$ cat config.mk
export PLATFORM = sky130hd
export DESIGN_NAME = serial_parallel
export DESIGN_NICKNAME = d
export VERILOG_FILES = /design/src/rtl/serial_parallel.sv
export SDC_FILE = /design/constraint.sdc
export NUM_CORES = 1
export LEC_CHECK = 0
export CAP_MARGIN = 5
export CORE_MARGIN = 5
export CORE_UTILIZATION = 59
export CTS_CLUSTER_DIAMETER = 40
export CTS_CLUSTER_SIZE = 8
export DETAILED_ROUTE_END_ITERATION = 10
export GPL_ROUTABILITY_DRIVEN = 0
export MAX_ROUTING_LAYER = met4
export PLACE_DENSITY = 0.82
export SYNTH_ARGS = -nofsm -noshare
export SYNTH_HDL_FRONTEND = slang
export SYNTH_SLANG_ARGS = --single-unit
$ cat constraint.sdc
create_clock -name CLK -period 2.25 [get_ports CLK]
set_input_delay 0.3375 -clock CLK [delete_from_list [all_inputs] [get_ports CLK]]
set_output_delay 0.3375 -clock CLK [all_outputs]
set_load 0.05 [all_outputs]
$ cat src/rtl/serial_parallel.sv
// Serial-to-parallel deserialiser with comma-based word alignment.
// Hunts for COMMA, confirms ALIGN_COUNT spaced commas, then emits symbols.
module serial_parallel #(
    parameter int              WIDTH       = 10,
    parameter logic [WIDTH-1:0] COMMA      = 10'h0FA,
    parameter int              ALIGN_COUNT = 4
) (
    input  logic             CLK,
    input  logic             RESET,
    input  logic             DATA_IN,
    output logic [WIDTH-1:0] DATA_OUT,
    output logic             VALID,
    output logic             ACTIVE
);

    localparam int BW = (WIDTH > 1) ? $clog2(WIDTH) : 1;
    localparam int CW = $clog2(ALIGN_COUNT + 1);
    localparam logic [BW-1:0] BIT_LAST = BW'(WIDTH - 1);
    localparam logic [CW-1:0] CNT_LOCK = CW'(ALIGN_COUNT);

    typedef enum logic [1:0] {
        HUNT,
        ALIGN,
        LOCKED
    } state_t;

    state_t           state;
    state_t           state_nxt;
    logic [WIDTH-1:0] shreg;
    logic [BW-1:0]    bit_cnt;
    logic [BW-1:0]    bit_cnt_nxt;
    logic [BW-1:0]    bit_inc;
    logic [CW-1:0]    comma_cnt;
    logic [CW-1:0]    comma_cnt_nxt;
    logic [CW-1:0]    comma_inc;
    logic [WIDTH-1:0] data_nxt;
    logic             valid_nxt;
    logic             active_nxt;
    logic             is_comma;
    logic             boundary;

    assign is_comma  = (shreg == COMMA);
    assign boundary  = (bit_cnt == '0);
    assign bit_inc   = (bit_cnt == BIT_LAST) ? '0 : bit_cnt + 1'b1;
    assign comma_inc = comma_cnt + 1'b1;

    always_comb begin
        state_nxt     = state;
        bit_cnt_nxt   = bit_cnt;
        comma_cnt_nxt = comma_cnt;
        data_nxt      = DATA_OUT;
        valid_nxt     = 1'b0;
        active_nxt    = ACTIVE;
        unique case (state)
            HUNT: begin
                if (is_comma) begin
                    bit_cnt_nxt   = BW'(1);
                    comma_cnt_nxt = CW'(1);
                    if (CNT_LOCK <= CW'(1)) begin
                        state_nxt  = LOCKED;
                        active_nxt = 1'b1;
                    end else begin
                        state_nxt = ALIGN;
                    end
                end
            end
            ALIGN: begin
                bit_cnt_nxt = bit_inc;
                // Commas between boundaries are ignored here
                if (boundary) begin
                    if (is_comma) begin
                        comma_cnt_nxt = comma_inc;
                        if (comma_inc == CNT_LOCK) begin
                            state_nxt  = LOCKED;
                            active_nxt = 1'b1;
                        end
                    end else begin
                        comma_cnt_nxt = '0;
                        state_nxt     = HUNT;
                    end
                end
            end
            LOCKED: begin
                bit_cnt_nxt = bit_inc;
                if (boundary) begin
                    data_nxt  = shreg;
                    valid_nxt = 1'b1;
                end
            end
            default: begin
                state_nxt = HUNT;
            end
        endcase
    end

    always_ff @(posedge CLK) begin
        if (RESET) begin
            state     <= HUNT;
            shreg     <= '0;
            bit_cnt   <= '0;
            comma_cnt <= '0;
            DATA_OUT  <= '0;
            VALID     <= 1'b0;
            ACTIVE    <= 1'b0;
        end else begin
            state     <= state_nxt;
            shreg     <= {shreg[WIDTH-2:0], DATA_IN};
            bit_cnt   <= bit_cnt_nxt;
            comma_cnt <= comma_cnt_nxt;
            DATA_OUT  <= data_nxt;
            VALID     <= valid_nxt;
            ACTIVE    <= active_nxt;
        end
    end

endmodule

### Yosys cells after proc, flatten, opt, wreduce, memory -nomap -nowiden

Cells that the tools add are included.

* word-level logic and storage cells: 42
* input port bits: 3
* output and inout bits: 12
* flip-flop bits (word level): 31

* reduce and logical (&&, ||, !) cells: 11
* bitwise operators: 1
* mux-type cells: 13
* eq/ne operators: 8
* add/subtract/negate cells: 2

Operators by type and width (number)
* equality test 10 x 8 -> 1 bit, second input constant: 1
* two-way mux 3 bit: 3
* two-way mux 2 bit: 4
* two-way mux 4 bit: 2
* one-hot mux 4 bit (2 select lines): 1
* AND reduction 4 bit: 2
* one-hot mux 2 bit (3 select lines): 1
* one-hot mux 3 bit (2 select lines): 1
* adder 4 x 1 -> 4 bit, second input constant: 1
* equality test 4 bit, second input constant: 1
* zero test 4 bit: 1
* != test 2 bit, second input constant: 2
* AND reduction 2 bit: 2
* nonzero test 2 bit: 2
* OR reduction 2 bit: 2
* adder 3 x 1 -> 3 bit, second input constant: 1
* equality test 3 bit, second input constant: 1
* != test 3 bit, second input constant: 1
* AND reduction 3 bit: 1
* equality test 2 x 1 -> 1 bit, second input constant: 1
* equality test 2 bit, second input constant: 1
* zero test 2 bit: 1
* two-way mux 1 bit: 1
* NOT 1 bit: 1

### Depth between registers and ports, before layout

Gate-level depths: netlist of the first run.

* depth in word-level cells: 6
* mapped depth: 7
* depth with buffers taken out: 6

### Least setup slack after synthesis of the first run

OpenSTA, ideal clock, no wires.

* kind: register -> register
* start point: reg comma_cnt[0]
* end point: reg comma_cnt[2]
* stages on the path, launching flop included: 5
* setup slack: 0.804 ns
* library setup time: 0.067 ns
* data arrival time: 1.379 ns
* path buffers: 0
* required time: 2.183 ns
* cell sequence: dfxtp_1 ha_1 or4_1 a32o_1 o21ai_2

* cells in the longest elaborated chain, start to end: 4

Ends and longest elaborated chain
* start, declared: line 33 `logic [CW-1:0] comma_cnt;`
* start signal, assigned: line 109 `comma_cnt <= comma_cnt_nxt;`
* adder 3 x 1 -> 3 bit: line 45 `assign comma_inc = comma_cnt + 1'b1;`
* two-way mux 3 bit: line 71 `if (is_comma) begin`
* two-way mux 3 bit: line 70 `if (boundary) begin`
* one-hot mux 3 bit (2 select lines): line 54 `unique case (state)`

No other way between the ends. The select of a mux whose other input is x is not followed.
A chain may end at the register's enable or synchronous reset.

### Worst setup path after layout of the first run

* start point: reg DATA_OUT[1]
* end point: out DATA_OUT[1]

RTL lines
* start, declared: line 11 `output logic [WIDTH-1:0] DATA_OUT,`
* start signal, assigned: line 110 `DATA_OUT <= data_nxt;`

No word-level cell between the ends.

==> metrics.md, run 1 <==
| Metric | Value |
|---|---|
| Reg-to-reg critical path endpoint | DATA_OUT[0]$_SDFFE_PP0P_ |
| Met3 layer usage reported by global route | 0.0518 |
| Hold Path Cell Cnt | 2 |
| Count of filler cells inserted in the layout | 192 |
| TritonCTS clock tree | done |
| Ant diodes | 0 |
| Post-Syn Area | 1470 µm² |
| Number of H-tree levels | 2 |
| Total buffers and inverters traversed by the critical path | 1 |
| Unique cell type count in the Yosys netlist | 43 |
| CP Class | reg -> out |
| Reported leakage power | 0.649 nW |
| Length of the first detailed-routing pass in iterations | 4 |
| GRT Overall Usage | 0.194 |
| Final Cycle Share | 0.825 |
| Setup TNS | 0 ns |
| Core Region | 2430 µm² |
| Initial antenna violation count | 0 |
| Arr. time, crit path | 1.52 ns |
| Post-Route WL | 2930 µm |
| Synthesis-stage register bit count | 31 |
| Via-per-instance ratio | 5.67 |
| Slew HR | 0.568 |
| Antenna violation net count after detailed routing | 0 |
| Number of primary I/O pins | 15 |
| Wire length of the first global-routing pass | 5080 µm |
| Detailed placement HPWL | 2150 µm |
| Gate Count Post-Synth | 160 |
| Util after Layout | 0.710 |
| Worst Max-Slew Pin Slew | 0.639 ns |
| Worst-path cell chain | clkdlybuf4s50_1 |
| Largest delay share family, worst path | buffers and inverters |
| Non-filler instance count after layout | 208 |
| Grt peak-use layer | met2 |
| Total grt overflow | 0 |
| Startpoint kind of the worst setup timing path | register |
| Crit Reg-Reg Startpoint | bit_cnt[0]$_SDFFE_PP0P_ |
| Worst skew pair latency | 0.33 ns |
| Total CTS buffers | 5 |
| Via total after detailed routing | 1179 |
| Sequential cell area fraction in the yosys report | 0.421 |
| 1st-iter DRT viols | 37 |
| Vias in the first global route | 1137 |
| Achievable clock frequency | 0.538 GHz |
| Largest net degree at the start of global routing | 17 |
| Largest driver fanout on the critical path | 2 |
| Count of placed standard cells including taps | 200 |
| Mapped Nets | 172 |
| Max stage delay on crit path | 0.83 ns |
| Cell with the largest stage delay on the worst path | sky130_fd_sc_hd__clkdlybuf4s50_1 |
| Hold Vio Cnt, Final | 0 |
| # port buffers | 14 |
| Setup Buffers After CTS | 0 |
| Final setup skew | 0.0108 ns |
| Final period demand of the worst path | 1.86 ns |
| Outcome | finished clean |
| # rows | 18 |
| Max-cap viol count | 0 |
| Areal power density over the cells | 637 nW/µm² |
| Cell type with the largest total area after synthesis | sky130_fd_sc_hd__dfxtp_1 |
| Worst r2r path cells | 6 |
| Unrepaired setup endpoints after global routing | false |
| Full die area | 3600 µm² |
| Starting utilization of the core area | 0.605 |
| Hold-critical path endpoint | DATA_OUT[7]$_SDFFE_PP0P_ |
| Flop2flop setup slack | 0.42 ns |
| Remaining design rule violation count | 0 |
| Signed area change from the synthesized netlist to the final layout | 17.2% |
| Hold path startpoint | DATA_OUT[7]$_SDFFE_PP0P_ |
| GRT met2 Usage | 0.298 |
| Met1 Usage GRT | 0.238 |
| Post-synth top cells | sky130_fd_sc_hd__dfxtp_1 (31), sky130_fd_sc_hd__nand2_1 (28), sky130_fd_sc_hd__nor2b_1 (14) |
| Async set-or-reset flop fraction in the synthesized netlist | 0 |
| Number of cells upsized or downsized after cts | 0 |
| Routed wire per std cell | 14.1 µm |
| Mean cell area of the mapped netlist | 9.20 µm² |
| Final total power | 1.10 mW |
| Endpoint class of the critical path | output port |
| Layout cells sized above 1 | 0.101 |
| Number of warnings printed during yosys synthesis | 0 |
| Endpoint required time on the critical path | 1.91 ns |
| Post-CTS clock slew at the launch and capture registers of the worst setup and hold paths | 0.10 ns |
| Largest buffer count on any clock path | 2 |
| Final layout net count | 189 |
| Cell at the root of the clock tree | sky130_fd_sc_hd__clkbuf_4 |
| Count of flip-flops with a built-in enable after synthesis | 0 |
| Clk sink count | 31 |
| Leading cell type by number of instances after synthesis | sky130_fd_sc_hd__dfxtp_1 |
| Final setup fails | 0 |
| Largest vdd supply drop | 567 µV |
| Hold_buf cts | 0 |
| Hold WC Path Type | reg -> reg |
| Dominant synthesized flop cell | sky130_fd_sc_hd__dfxtp_1 |
| Die boundary width | 60.0 µm |
| Final max-slew violation count | 0 |
| Fraction of synthesized cell area taken by the top area cell type | 0.421 |
| Hold WS | 0.463 ns |
| Vertical extent of the die | 60.0 µm |
| Top cells by area, synth | sky130_fd_sc_hd__dfxtp_1 (42%), sky130_fd_sc_hd__ha_1 (7.6%), sky130_fd_sc_hd__nand2_1 (7.1%), sky130_fd_sc_hd__nor2b_1 (5.9%), sky130_fd_sc_hd__a21oi_1 (3.4%) |
-- tightest hold or removal path, delay by kind of cell (launching register included) --
family / cells / cell delay [ns]
flip-flops: 1 / 0.32
AND/OR/NAND/NOR: 1 / 0.05
AO/OA/AOI/OAI: 1 / 0.05
-- cells in the final DEF, fill, tap and decap left out, drive strengths merged, types with 2 or more instances in the layout --
master         netlist  final
nor2b               14     14
and2                 3      3
nand2b               2      2
a21oi               10     10
and3b                2      2
and4bb               2      2
nand4                3      3
o31ai                3      3
dfxtp               31     31
mux2i                2      2
ha                   9      9
clkdlybuf4s50        0     14
a31oi                7      7
or2                  3      3
nand2               28     28
buf                  2      2
nor3                 3      3
clkbuf               4      6
o21ai                2      2
o211ai               3      3
nor3b                2      2
nand4bb              2      2
inv                  6      6
nor2                 4      4
-- sequential cells by signal, indices dropped and copies added, names as in the netlist --
name and flops:
comma_cnt 3, state 2, DATA_OUT 10, ACTIVE 1
bit_cnt 4, VALID 1, shreg 10
-- power breakdown --
group | switching (mW) | internal, mW | leakage, nW | total (mW)
sequential | 0.00806 | 0.556 | 0.250 | 0.564
clock | 0.198 | 0.263 | 0.0482 | 0.460
combinational | 0.0452 | 0.0302 | 0.350 | 0.0754
total | 0.251 | 0.849 | 0.649 | 1.10
-- final cells by class --
class	instances	area, µm²	area share
multi-input combinational	117	805	0.466
sequential	31	621	0.359
timing repair buffer	16	155	0.0899
clock buffer	6	51.3	0.0297
tap	30	37.5	0.0217
clock inverter	2	35.0	0.0203
inverter	6	22.5	0.0130
-- through the flow --
step	area (µm²)	setup WS [ns]
floorplan	1470	0.804
global placement	1640	0.536
detailed placement	1640	0.487
CTS	1730	0.394
global route	1730	0.267
finish	1730	0.393
-- cells by family after synthesis --
logic type	count (synthesis)	share of synthesized area
AOI/OAI and AO/OA	32	0.149
adders and majority gates	9	0.0765
muxes	2	0.0136
xor gates and xnor gates	1	0.00595
DFF	31	0.421
buffers and inverters	12	0.0323
and+or+nand+nor	73	0.302
-- how the worst max path moves through the flow --
stage	start	end	slack, ns	cells past startpoint
after global routing	bit_cnt[0]$_SDFFE_PP0P_	DATA_OUT[0]$_SDFFE_PP0P_	0.27	6
after floorplan	comma_cnt[0]$_SDFFE_PP0P_	comma_cnt[2]$_SDFFE_PP0P_	0.80	4
after global placement	RESET	bit_cnt[3]$_SDFFE_PP0P_	0.54	5
after detailed placement	bit_cnt[0]$_SDFFE_PP0P_	comma_cnt[2]$_SDFFE_PP0P_	0.49	6
after CTS	DATA_OUT[1]$_SDFFE_PP0P_	DATA_OUT[1]	0.39	1
final	DATA_OUT[1]$_SDFFE_PP0P_	DATA_OUT[1]	0.39	1
-- routing by layer --
| metal | up-vias | wire length, µm |
|---|---|---|
| li1 | 595 | - |
| met1 | 550 | 1410 |
| met2 | 27 | 1330 |
| met3 | 7 | 138 |
| met4 | 0 | 62 |
| met5 | - | 0 |
Note: power is estimated with default switching activity, not from simulation.
==> inputs of run 2 (changes only) <==
--- a/config.mk
+++ b/config.mk
@@ -7,13 +7,13 @@
 export LEC_CHECK = 0
 export CAP_MARGIN = 5
 export CORE_MARGIN = 5
-export CORE_UTILIZATION = 59
+export CORE_UTILIZATION = 55
 export CTS_CLUSTER_DIAMETER = 40
 export CTS_CLUSTER_SIZE = 8
 export DETAILED_ROUTE_END_ITERATION = 10
 export GPL_ROUTABILITY_DRIVEN = 0
 export MAX_ROUTING_LAYER = met4
-export PLACE_DENSITY = 0.82
+export PLACE_DENSITY = 0.78
 export SYNTH_ARGS = -nofsm -noshare
 export SYNTH_HDL_FRONTEND = slang
 export SYNTH_SLANG_ARGS = --single-unit
==> constraint.sdc (replaced) <==
create_clock -name CLK -period 1.8 [get_ports CLK]
set_input_delay 0.27 -clock CLK [delete_from_list [all_inputs] [get_ports CLK]]
set_output_delay 0.27 -clock CLK [all_outputs]
set_load 0.05 [all_outputs]
==> metrics.md, run 2 (synthesized netlist as in run 1, its figures left out) <==
| Metric | Value |
|---|---|
| Hold WC Path Type | reg -> reg |
| Final Cycle Share | 0.973 |
| Endpoint required time on the critical path | 1.53 ns |
| Signed area change from the synthesized netlist to the final layout | 17.8% |
| Wire length of the first global-routing pass | 5020 µm |
| Final layout net count | 190 |
| Cell with the largest stage delay on the worst path | sky130_fd_sc_hd__clkdlybuf4s50_1 |
| Core Region | 2520 µm² |
| Die boundary width | 61.7 µm |
| Final max-slew violation count | 0 |
| Final setup fails | 0 |
| Worst skew pair latency | 0.33 ns |
| Worst-path cell chain | clkdlybuf4s50_1 |
| GRT Overall Usage | 0.186 |
| Largest registers | DATA_OUT (10), shreg (10), bit_cnt (4) |
| Most used cells in the layout excluding fill and tap cells | sky130_fd_sc_hd__dfxtp_1 (31), sky130_fd_sc_hd__nand2_1 (27), sky130_fd_sc_hd__nor2b_1 (14) |
| DR top layer | met4 |
| Count of filler cells inserted in the layout | 208 |
| Worst Max-Slew Pin Slew | 0.501 ns |
| TritonCTS clock tree | done |
| Outcome | finished clean |
| Unrepaired setup endpoints after global routing | false |
| Largest driver fanout on the critical path | 2 |
| CP Class | reg -> out |
| Via total after detailed routing | 1181 |
| 1st-iter DRT viols | 38 |
| Max stage delay on crit path | 0.81 ns |
| Total CTS buffers | 5 |
| Clk sink count | 31 |
| Most common library cell in the layout ignoring fill and taps | sky130_fd_sc_hd__dfxtp_1 |
| Ant diodes | 0 |
| Slew HR | 0.665 |
| Vias in the first global route | 1166 |
| Max-cap viol count | 0 |
| Arr. time, crit path | 1.48 ns |
| Total grt overflow | 0 |
| Setup Buffers After CTS | 0 |
| Largest vdd supply drop | 602 µV |
| Number of H-tree levels | 2 |
| Starting utilization of the core area | 0.584 |
| Full die area | 3810 µm² |
| Largest buffer count on any clock path | 2 |
| # rows | 18 |
| Setup TNS | 0 ns |
| Post-Route WL | 2930 µm |
| Initial antenna violation count | 0 |
| Largest net degree at the start of global routing | 22 |
| Post-CTS clock slew at the launch and capture registers of the worst setup and hold paths | 0.09 ns |
| Layout cells sized above 1 | 0.107 |
| Remaining design rule violation count | 0 |
| DR WL met3 | 169 µm |
| WL met2 | 1380 µm |
| Cell at the root of the clock tree | sky130_fd_sc_hd__clkbuf_4 |
| Vertical extent of the die | 61.7 µm |
| Reported leakage power | 0.688 nW |
| Final total power | 1.31 mW |
| Final setup skew | 0.00774 ns |
| Length of the first detailed-routing pass in iterations | 4 |
| Detailed placement HPWL | 2160 µm |
| Startpoint kind of the worst setup timing path | register |
| Largest delay share family, worst path | buffers and inverters |
| Number of primary I/O pins | 15 |
| Final period demand of the worst path | 1.75 ns |
| Total buffers and inverters traversed by the critical path | 1 |
| Hold Vio Cnt, Final | 0 |
| Achievable clock frequency | 0.571 GHz |
| WL met1 | 1320 µm |
| # port buffers | 14 |
| Antenna violation net count after detailed routing | 0 |
| Via-per-instance ratio | 5.68 |
| Endpoint class of the critical path | output port |
| Routed wire per std cell | 14.1 µm |
| Areal power density over the cells | 757 nW/µm² |
==> run 2: final cells by class <==
type	count	area, µm²	share of cell area
Multi-Input combinational cell	117	815	0.470
Clock inverter	1	30.0	0.0173
Inverter	6	22.5	0.0130
Clock buffer	6	41.3	0.0238
Sequential cell	31	621	0.358
Timing Repair Buffer	17	168	0.0967
Tap cell	30	37.5	0.0216
==> run 2: report_power, final <==
group          total [mW]  internal, mW  switching [mW]
logic              0.0993        0.0417          0.0576
registers           0.705         0.695          0.0101
clock network       0.509         0.286           0.223
total                1.31          1.02           0.290
==> run 2: path summary, 6_finish.rpt <==
path                                  from  slack [ns]                       end  cells after the start
setup / recovery  DATA_OUT[4]$_SDFFE_PP0P_        0.05               DATA_OUT[4]                      1
hold / removal    DATA_OUT[9]$_SDFFE_PP0P_        0.46  DATA_OUT[9]$_SDFFE_PP0P_                      2
setup reg to reg   bit_cnt[0]$_SDFFE_PP0P_        0.15     state[1]$_SDFFE_PP0P_                      6
hold reg to reg   DATA_OUT[9]$_SDFFE_PP0P_        0.46  DATA_OUT[9]$_SDFFE_PP0P_                      2
==> run 2: timing repair <==
item,4_1_cts,5_1_grt
endpoints found under the setup margin,0,10
hold buffers,0,0
resized for setup,0,5
==> run 2: per-stage QoR <==
stage	instance area [µm²]	setup slack (ns)	hold slack (ns)	cells	utilization
CTS	1720	0.0362	0.460	208	0.682
global placement	1650	0.226	0.443	201	0.653
floorplan	1470	0.354	0.398	160	-
finish	1730	0.0493	0.458	208	0.688
global route	1730	0.00306	0.479	208	0.688
detailed placement	1650	0.150	0.446	201	0.653
==> run 2: metal layers <==
layer / up-vias / track usage
li1: 603 / -
met1: 539 / 0.226
met2: 34 / 0.280
met3: 5 / 0.0620
met4: 0 / 0.0848
met5: - / -
